`src/rtl/vga_timing_out.sv`:
```
// VGA raster timing generator with a one-stage colour/sync output register.
// Latency: col/row are combinational from the counters; R/G/B, rdn, HS, VS, frame_start and vblank lag them by 1 clk.
// Backpressure: none; the raster free-runs and Din is sampled every cycle.
//
// Ports:
//   clk, rst          pixel clock, asynchronous active-high reset
//   Din[11:0]         colour {R,G,B} for the pixel addressed by col/row this cycle
//   col, row          coordinate being requested (0 outside the visible area)
//   R, G, B           registered colour to the DAC (0 during blanking)
//   HS, VS            registered active-low syncs
//   rdn               registered active-low "visible pixel on R/G/B"
//   frame_start       one-cycle pulse following the (0,0) counter state
//   vblank            registered "line counter outside visible lines"
module vga_timing_out #(
    parameter int H_VISIBLE = 640,
    parameter int H_FRONT   = 16,
    parameter int H_SYNC    = 96,
    parameter int H_BACK    = 48,
    parameter int V_VISIBLE = 480,
    parameter int V_FRONT   = 10,
    parameter int V_SYNC    = 2,
    parameter int V_BACK    = 33
) (
    input  logic        clk,
    input  logic        rst,
    input  logic [11:0] Din,
    output logic [9:0]  col,
    output logic [8:0]  row,
    output logic [3:0]  R,
    output logic [3:0]  G,
    output logic [3:0]  B,
    output logic        HS,
    output logic        VS,
    output logic        rdn,
    output logic        frame_start,
    output logic        vblank
);

    localparam int H_TOTAL = H_VISIBLE + H_FRONT + H_SYNC + H_BACK;
    localparam int V_TOTAL = V_VISIBLE + V_FRONT + V_SYNC + V_BACK;

    localparam logic [9:0] H_LAST       = 10'(H_TOTAL - 1);
    localparam logic [9:0] H_VIS        = 10'(H_VISIBLE);
    localparam logic [9:0] H_SYNC_START = 10'(H_VISIBLE + H_FRONT);
    localparam logic [9:0] H_SYNC_END   = 10'(H_VISIBLE + H_FRONT + H_SYNC);
    localparam logic [9:0] V_LAST       = 10'(V_TOTAL - 1);
    localparam logic [9:0] V_VIS        = 10'(V_VISIBLE);
    localparam logic [9:0] V_SYNC_START = 10'(V_VISIBLE + V_FRONT);
    localparam logic [9:0] V_SYNC_END   = 10'(V_VISIBLE + V_FRONT + V_SYNC);

    // Raster counters
    logic [9:0] h_cnt_q, h_cnt_d;
    logic [9:0] v_cnt_q, v_cnt_d;

    // Output stage
    logic [11:0] rgb_q, rgb_d;
    logic        vis_q, vis_d;
    logic        hs_q, hs_d;
    logic        vs_q, vs_d;
    logic        fs_q, fs_d;
    logic        vblank_q, vblank_d;

    logic h_vis;
    logic v_vis;
    logic h_wrap;

    always_comb begin
        h_vis  = (h_cnt_q < H_VIS);
        v_vis  = (v_cnt_q < V_VIS);
        h_wrap = (h_cnt_q == H_LAST);

        h_cnt_d = h_wrap ? 10'd0 : h_cnt_q + 10'd1;

        // The line counter moves only on the pixel-counter wrap, so the
        // last line rolls over in the same cycle as the last pixel.
        v_cnt_d = v_cnt_q;
        if (h_wrap) begin
            v_cnt_d = (v_cnt_q == V_LAST) ? 10'd0 : v_cnt_q + 10'd1;
        end

        col = h_vis ? h_cnt_q : 10'd0;
        row = v_vis ? v_cnt_q[8:0] : 9'd0;

        vis_d    = h_vis && v_vis;
        // Blanking-period Din is squashed here so it can never reach the DAC.
        rgb_d    = vis_d ? Din : 12'h000;
        // Both syncs are decoded from the same counter state and registered
        // together, so VS edges stay aligned to HS-delayed line boundaries.
        hs_d     = !((h_cnt_q >= H_SYNC_START) && (h_cnt_q < H_SYNC_END));
        vs_d     = !((v_cnt_q >= V_SYNC_START) && (v_cnt_q < V_SYNC_END));
        fs_d     = (h_cnt_q == 10'd0) && (v_cnt_q == 10'd0);
        vblank_d = !v_vis;
    end

    always_ff @(posedge clk or posedge rst) begin
        if (rst) begin
            h_cnt_q  <= 10'd0;
            v_cnt_q  <= 10'd0;
            rgb_q    <= 12'h000;
            vis_q    <= 1'b0;
            hs_q     <= 1'b1;
            vs_q     <= 1'b1;
            fs_q     <= 1'b0;
            vblank_q <= 1'b0;
        end else begin
            h_cnt_q  <= h_cnt_d;
            v_cnt_q  <= v_cnt_d;
            rgb_q    <= rgb_d;
            vis_q    <= vis_d;
            hs_q     <= hs_d;
            vs_q     <= vs_d;
            fs_q     <= fs_d;
            vblank_q <= vblank_d;
        end
    end

    assign R           = rgb_q[11:8];
    assign G           = rgb_q[7:4];
    assign B           = rgb_q[3:0];
    assign rdn         = ~vis_q;
    assign HS          = hs_q;
    assign VS          = vs_q;
    assign frame_start = fs_q;
    assign vblank      = vblank_q;

endmodule

```
`config.mk`:
```
export PLATFORM = sky130hd
export DESIGN_NAME = vga_timing_out
export DESIGN_NICKNAME = d
export VERILOG_FILES = /design/src/rtl/vga_timing_out.sv
export SDC_FILE = /design/constraint.sdc
export NUM_CORES = 1
export LEC_CHECK = 0
export CAP_MARGIN = 20
export CORE_UTILIZATION = 44
export CTS_BUF_LIST = sky130_fd_sc_hd__clkbuf_8
export CTS_CLUSTER_DIAMETER = 80
export DETAILED_ROUTE_END_ITERATION = 7
export GPL_ROUTABILITY_DRIVEN = 0
export GPL_TIMING_DRIVEN = 1
export PLACE_DENSITY = 0.74
export SKIP_CTS_REPAIR_TIMING = 1
export SLEW_MARGIN = 20
export SYNTH_ARGS = -nofsm -noshare
export SYNTH_HDL_FRONTEND = slang
export SYNTH_SLANG_ARGS = --single-unit
```
`constraint.sdc`:
```
create_clock -name clk -period 2.9 [get_ports clk]
set_clock_uncertainty 0.2 [all_clocks]
set_input_delay 0.435 -clock clk [delete_from_list [all_inputs] [get_ports clk]]
set_output_delay 0.435 -clock clk [all_outputs]
set_load 0.02 [all_outputs]
```
**Word level (Yosys, flattened, before mapping)**

Index checks and enable logic that the tools add are counted.

- Add/sub/neg operators: 2
- $lt $le $gt $ge: 6
- Equal/unequal tests: 2
- Multiplexer cells: 5
- Bitwise gates (word level): 1
- Reduce and logical (&&, ||, !) cells: 9

Operators with widths:

| kind | count |
|---|---|
| $mux 10 | 3 |
| $add 10x1->10 const B | 2 |
| $eq 10x10->1 const B | 2 |
| $logic_not 10->1 | 2 |
| $lt 10x10->1 const B | 2 |
| $lt 10x9->1 const B | 2 |
| $mux 12 | 1 |
| $ge 10x10->1 const B | 1 |
| $ge 10x9->1 const B | 1 |
| $mux 9 | 1 |
| $logic_and 1x1->1 | 4 |
| $logic_not 1->1 | 3 |
| $not 1->1 | 1 |

- Bits in registers: 37
- Input bits: 14
- Output and inout port bits: 36
- Logic and storage cells: 33

**Longest topological paths before layout**

Gate-level depths: netlist of the first run.

- Word-level depth: 3
- Mapped depth: 6
- Mapped depth without buffers: 6

**Worst setup path after synthesis of the first run**

No wires, ideal clock.

- Kind: reg-to-output
- Start point: register v_cnt_q[6]
- End point: output row[0]
- Arrival: 1.325 ns
- Required time: 2.265 ns
- Setup slack: 0.940 ns
- Stages on the path, launching flop included: 6
- Buffers on the path: 1
- Cell sequence: dfrtp_1 -> and4_1 -> nor2_1 -> clkbuf_1 -> inv_1 -> nor2_1

- Longest elaborated chain between the ends: 2

Ends and longest elaborated chain:

| item | line | text |
|---|---|---|
| start, declared | 53 | `logic [9:0] v_cnt_q, v_cnt_d;` |
| start signal, assigned | 107 | `v_cnt_q <= v_cnt_d;` |
| $lt 10x9->1 | 69 | `v_vis = (v_cnt_q < V_VIS);` |
| $mux 9 | 82 | `row = v_vis ? v_cnt_q[8:0] : 9'd0;` |
| end, declared | 28 | `output logic [8:0] row,` |

Every way passes these cells.

**Worst setup path after layout of the first run**

- Start point: register v_cnt_q[6]
- End point: output row[2]

The elaborated chain is that of the path after synthesis.

==> reports/results.ini, run 1 <==
[status]
status = finished clean

[routing]
via_count = 1404
wl_per_cell_um = 13.76
vias_per_cell = 5.181
final_antenna_net_count = 0
drt_iter0_markers = 47
drt-total-wl_um = 3729
drc = 0
dr.pass1.iters = 4

[synth]
synth_top_cell_by_area = dfrtp_1
netlist_top_cells_area = dfrtp_1 48%, and2_1 4.8%, and3_1 4.8%
synthDistinctLibCells = 42
synthesis.area_mm2 = 0.001828
synthCells = 169
ys_warn_count = 0
seq_area_frac_synth = 0.5079
syn_avg_cell_area_um2 = 10.82
synthArstFlopShare = 1.000
synth-seq-cells = 37
synth_edf_count = 0
syn-num-nets = 187
yosys.area.top_type_share = 0.4791
synth_flop_cell = dfrtp_1

[critical_path]
crit_path_end_kind = output pin
critPathArrivalTime_ps = 2040
crit-reg2reg-launch = h_cnt_q[0]
reg2reg_depth = 5
crit_chain = and4_1 > nor2_1 > buf_4 > and2_1 > clkdlybuf4s50_1
worst_ep_required_time_ps = 2270
crit_path_max_fanout = 7
crit_start = v_cnt_q[6]
cp-start-kind = flop
crit_type = reg -> out
cp_slowest_cell = clkdlybuf4s50_1
max_stage_delay_ps = 590

[timing]
fin_crit_sh = 0.9222
finalSetupTns_ps = 0
worst_slew_pin_slew_ps = 499.8
finalSetupViolations = 0
fin_crit_ps = 2674
hold_viol_final = 0
timing.fmax_mhz = 373.9
fin_hold_ws_ps = 339.6
relSlewSlack = 0.6657
setup_slack_ps = 225.7
slew_viol_final = 0
grt_setup_unrepaired = false

[grt]
track_usage = 0.1898
antenna_found_initial = 0
grt_pass1_wl_um = 6203
grt_pass1_vias = 1292
grt_max_degree = 38
grt_remaining_overflow = 0

[placed_design]
dpl_worst_slack_ps = 533.1
hpwl_um = 2613
io_buffers = 49
placed_cell_area_mm2 = 0.002338
numPlacedInstances = 263

[cts]
path_clk_slew_ps = 70
cts_max_level = 2
cts_sinks = 37
cts_inserted_buffers = 5
cts-root-buf = clkbuf_8
clock_latency_ps = 290
clk_path_buf_depth = 2
cts_tree = built

[die]
die-area_mm2 = 0.004416
row_count = 23
start_util = 0.4570
pin_count = 50
chipHeight_um = 66.46
design.core.area_mm2 = 0.004000
die_w_um = 66.46

[power_and_ir_drop]
p_total_mw = 0.9369
leakage_nw = 1.067
peakVddDrop_mv = 0.2204
powerDensity_mw_per_mm2 = 386.4

[final_layout]
ff_latch_area_um2 = 928.4
area_growth_pct = 32.65
final_layout_size_suffix_gt1_frac = 0.1131
layout.nets = 238
fill_cells = 361
antenna_cells = 0
final_area_mm2 = 0.002425
utilization = 0.6062
instances_no_fill = 271
multi_input_area_um2 = 785.8

[hold_path]
hold_path_class = reg -> reg
min_from = v_cnt_q[8]
holdPathStages = 1

[flow_run]
drv_cap = 0

==> kinds of logic (layout without fill, tap and decap cells) <==
logic type	count (synthesis)	after routing	share of synthesized area
XOR/XNOR	10	10	0.04791
AO/OA/AOI/OAI	15	15	0.05065
AND/OR/NAND/NOR	83	83	0.2984
buffers and inverters	19	71	0.06228
adder cells (fa/ha/maj)	4	4	0.02738
multiplexers	1	1	0.005476
flip-flops	37	37	0.5079
==> flip-flops by register name, summed over array words and instances (netlist names) <==
name and count:
HS 1, VS 1, frame_start 1, h_cnt_q 10
rgb_q 12, v_cnt_q 10, vblank 1, vis_q 1
==> synthesized netlist by cell type, types with 2 or more instances <==
cell type and number:
buf_6 2, nand2_1 7, and2_1 14, nand4_1 7, inv_1 9, nor2_1 9
nor4_1 5, clkbuf_1 4, buf_4 2, and3_1 14, and4_1 2, nand3_1 9
o21ai_1 2, ha_1 4, xor2_1 4, nor2b_1 2, o21ai_0 7, clkbuf_8 2
xnor2_1 6, dfstp_2 2, dfrtp_1 35
==> worst paths after layout <==
check / to / slack [ps]
setup / recovery: row[2] / 230
hold / removal: v_cnt_q[8] / 340
setup reg to reg: v_cnt_q[8] / 820
hold reg to reg: v_cnt_q[8] / 340
max in group asynchronous: HS / 1790
min in group asynchronous: rgb_q[0] / 350
==> placed cells by master, fill, tap and decap left out, drive strengths merged, types with 5 or more instances in the layout <==
master / netlist / routed
o21ai: 9 / 9
xnor2: 6 / 6
inv: 9 / 9
dfrtp: 35 / 35
clkbuf: 6 / 5
nand4: 7 / 7
buf: 4 / 5
and3: 15 / 15
nor4: 6 / 6
and2: 15 / 15
nand3: 10 / 10
nor2: 9 / 9
clkdlybuf4s50: 0 / 49
nand2: 7 / 7
==> critical path, delay by kind of cell (launching register included) <==
kind          cells  cell delay (ps)
simple gates      3              530
flops             1              460
buf+inv           2              750
==> cell type report <==
cell class                 instances  area share
inverter                           9     0.01393
clock buffer                       5     0.02838
sequential                        37      0.3829
timing repair buffer              54      0.2177
multi-input combinational        113      0.3240
tap                               50     0.02580
clock inverter                     3    0.007224
==> where the power goes <==
| group | internal [mW] | leakage [nW] | switching [mW] |
|---|---|---|---|
| Combinational | 0.0342 | 0.561 | 0.0275 |
| Clock | 0.166 | 0.0439 | 0.184 |
| Sequential | 0.524 | 0.463 | 0.00178 |
| Total | 0.724 | 1.07 | 0.213 |
==> layer usage <==
metal / up-vias / share of wire / global-route usage
met2: 51 / 0.46 / 0.2832
met4: 0 / 0.013 / 0.07713
met5: - / 0 / 0
met3: 6 / 0.076 / 0.06507
met1: 658 / 0.45 / 0.2508
li1: 689 / - / -
Note: power is estimated with default switching activity, not from simulation.
==> inputs of run 2 (changes only) <==
--- a/config.mk
+++ b/config.mk
@@ -5,6 +5,7 @@
 export SDC_FILE = /design/constraint.sdc
 export NUM_CORES = 1
 export LEC_CHECK = 0
+export ABC_AREA = 1
 export CAP_MARGIN = 20
 export CORE_UTILIZATION = 44
 export CTS_BUF_LIST = sky130_fd_sc_hd__clkbuf_8
@@ -12,9 +13,9 @@
 export DETAILED_ROUTE_END_ITERATION = 7
 export GPL_ROUTABILITY_DRIVEN = 0
 export GPL_TIMING_DRIVEN = 1
-export PLACE_DENSITY = 0.74
+export PLACE_DENSITY = 0.73
 export SKIP_CTS_REPAIR_TIMING = 1
-export SLEW_MARGIN = 20
+export SLEW_MARGIN = 25
 export SYNTH_ARGS = -nofsm -noshare
 export SYNTH_HDL_FRONTEND = slang
 export SYNTH_SLANG_ARGS = --single-unit
==> reports/results.ini, run 2 <==
[status]
status = finished clean

[synth]
syn-num-nets = 271  ; +45%
seq_area_frac_synth = 0.4723  ; -0.03556
netlist_top_cells_area = dfrtp_1 45%, inv_1 11%, nand2_1 9.0%
synth-seq-cells = 37  ; unchanged
synth_edf_count = 0  ; unchanged
synth_common_cells = 58 x inv_1, 47 x nand2_1, 42 x nor2_1
synthArstFlopShare = 1.000  ; unchanged
synth_top_cell_by_area = dfrtp_1
synthCells = 253  ; +50%
synth_flop_cell = dfrtp_1
synth.most_common_cell = inv_1
syn_avg_cell_area_um2 = 7.769  ; -28%
ys_warn_count = 0  ; unchanged
synthDistinctLibCells = 26  ; -38%
synthesis.area_mm2 = 0.001966  ; +7.5%
yosys.area.top_type_share = 0.4456  ; -0.03355

[critical_path]
crit_chain = nand4_1 > inv_1 > nor2_2 > inv_2 > nor2_1 > clkdlybuf4s50_1
crit_path_max_fanout = 9  ; +2
max_stage_delay_ps = 610  ; +20 ps
crit-reg2reg-launch = h_cnt_q[0]
cp_slowest_cell = clkdlybuf4s50_1
crit_type = reg -> out
critPathArrivalTime_ps = 1970  ; -70 ps
r2r_slack_ps = 1200  ; +380 ps
worst_ep_required_time_ps = 2270  ; about the same
crit_start = v_cnt_q[5]
cp-start-kind = flop
crit_path_end_kind = output pin

[final_layout]
largest_reg_flops = 12  ; unchanged
area_growth_pct = 31.51
final_cell_mix = 58 x inv_1, 49 x clkdlybuf4s50_1, 47 x nand2_1
utilization = 0.6238  ; +0.01760
final_common_cell = inv_1
reg_top3 = rgb_q (12), h_cnt_q (10), v_cnt_q (10)
antenna_cells = 0  ; unchanged
fill_cells = 367  ; +1.7%
top_register = rgb_q
layout.nets = 325  ; +37%
final_layout_size_suffix_gt1_frac = 0.1006  ; -0.01247

[routing]
met3WireLength_um = 319  ; +12%
via_count = 1664  ; +19%
drt-total-wl_um = 4106  ; +10%
vias_per_cell = 4.648  ; -10%
drt_iter0_markers = 91  ; +94%
met2_length_um = 1884  ; +11%
routed.top_layer = met4
dr.pass1.iters = 4  ; unchanged
drc = 0  ; unchanged
met1_length_um = 1822  ; +7.5%
final_antenna_net_count = 0  ; unchanged
wl_per_cell_um = 11.47  ; -17%

[timing]
worst_slew_pin_slew_ps = 471.6  ; -28.21 ps
hold_viol_final = 0  ; unchanged
fin_hold_ws_ps = 340.4  ; +0.7730 ps
timing.fmax_mhz = 383.3  ; +2.5%
fin_crit_ps = 2609  ; -65.16 ps
fin_crit_sh = 0.8997  ; -0.02247
finalSetupTns_ps = 0  ; unchanged
finalSetupViolations = 0  ; unchanged
grt_setup_unrepaired = false
slew_viol_final = 0  ; unchanged
relSlewSlack = 0.6856  ; +0.01989

[cts]
cts_sinks = 37  ; unchanged
clock_latency_ps = 300  ; about the same
cts_tree = built
clk_path_buf_depth = 2  ; unchanged
path_clk_slew_ps = 80  ; about the same
cts_inserted_buffers = 5  ; unchanged
cts-root-buf = clkbuf_8
cts_max_level = 2  ; unchanged

[die]
design.core.area_mm2 = 0.004144  ; +3.6%
chipHeight_um = 68.84  ; +3.6%
row_count = 23  ; unchanged
pin_count = 50  ; unchanged
die_w_um = 68.84  ; +3.6%
start_util = 0.4743  ; +0.01734
die-area_mm2 = 0.004739  ; +7.3%

[grt]
track_usage = 0.1935  ; +0.003702
antenna_found_initial = 0  ; unchanged
grt_pass1_vias = 1541  ; +19%
grt_max_degree = 38  ; unchanged
grt_remaining_overflow = 0  ; unchanged
grt_pass1_wl_um = 6610  ; +6.6%

[power_and_ir_drop]
leakage_nw = 1.364  ; +28%
peakVddDrop_mv = 0.1803  ; -18%
powerDensity_mw_per_mm2 = 367.8  ; -4.8%

[hold_path]
hold_path_class = in -> async

[flow_run]
drv_cap = 0  ; unchanged

[placed_design]
io_buffers = 49  ; unchanged
hpwl_um = 3003  ; +15%

-- run 2: worst paths after layout --
path,end,cells past startpoint
worst max-delay path,row[1],6
worst min-delay path,vblank,3
worst max register to register,h_cnt_q[8],6
worst min register to register,v_cnt_q[0],2
max in group asynchronous,HS,3
min in group clk,v_cnt_q[0],2
-- run 2: layout make-up --
| cell class | count | area (um2) | share of cell area |
|---|---|---|---|
| tap | 50 | 62.56 | 0.02420 |
| timing repair buffer | 50 | 498.0 | 0.1926 |
| clock inverter | 3 | 17.52 | 0.006776 |
| sequential | 37 | 928.4 | 0.3591 |
| inverter | 61 | 229.0 | 0.08858 |
| clock buffer | 5 | 68.82 | 0.02662 |
| multi-input combinational | 152 | 780.7 | 0.3020 |
-- run 2: logic make-up after synthesis --
| logic type | synth area share |
|---|---|
| adders and majority gates | 0.02546 |
| xor gates and xnor gates | 0.02228 |
| DFF | 0.4723 |
| buffers and inverters | 0.1305 |
| AOI/OAI and AO/OA | 0.02482 |
| and+or+nand+nor | 0.3246 |
-- run 2: where the power goes --
part	internal [mW]	switching, mW	total [mW]
Sequential	0.524	0.00192	0.526
Combinational	0.0336	0.0299	0.0636
Clock	0.166	0.195	0.361
-- run 2: metrics by stage --
step                std cells  setup WS, ps  power [mW]  instance area, um2
finish                    358         290.8      0.9508                2585
global route              358         138.1      0.9837                2585
CTS                       358         262.3      0.9608                2585
detailed placement        350         600.1      0.6009                2499
global placement          350         579.5      0.6003                2499
floorplan                 253          1124      0.5619                1966
-- run 2: routing by layer --
layer / up-vias / track usage
met5: - / 0
met4: 0 / 0.1071
met3: 7 / 0.04770
met2: 49 / 0.3167
met1: 746 / 0.2313
li1: 862 / -
-- run 2: critical path, delay by kind of cell (launching register included) --
| kind | cells | cell delay, ps |
|---|---|---|
| buffers and inverters | 3 | 800 |
| flip-flops | 1 | 470 |
| AND/OR/NAND/NOR | 3 | 410 |
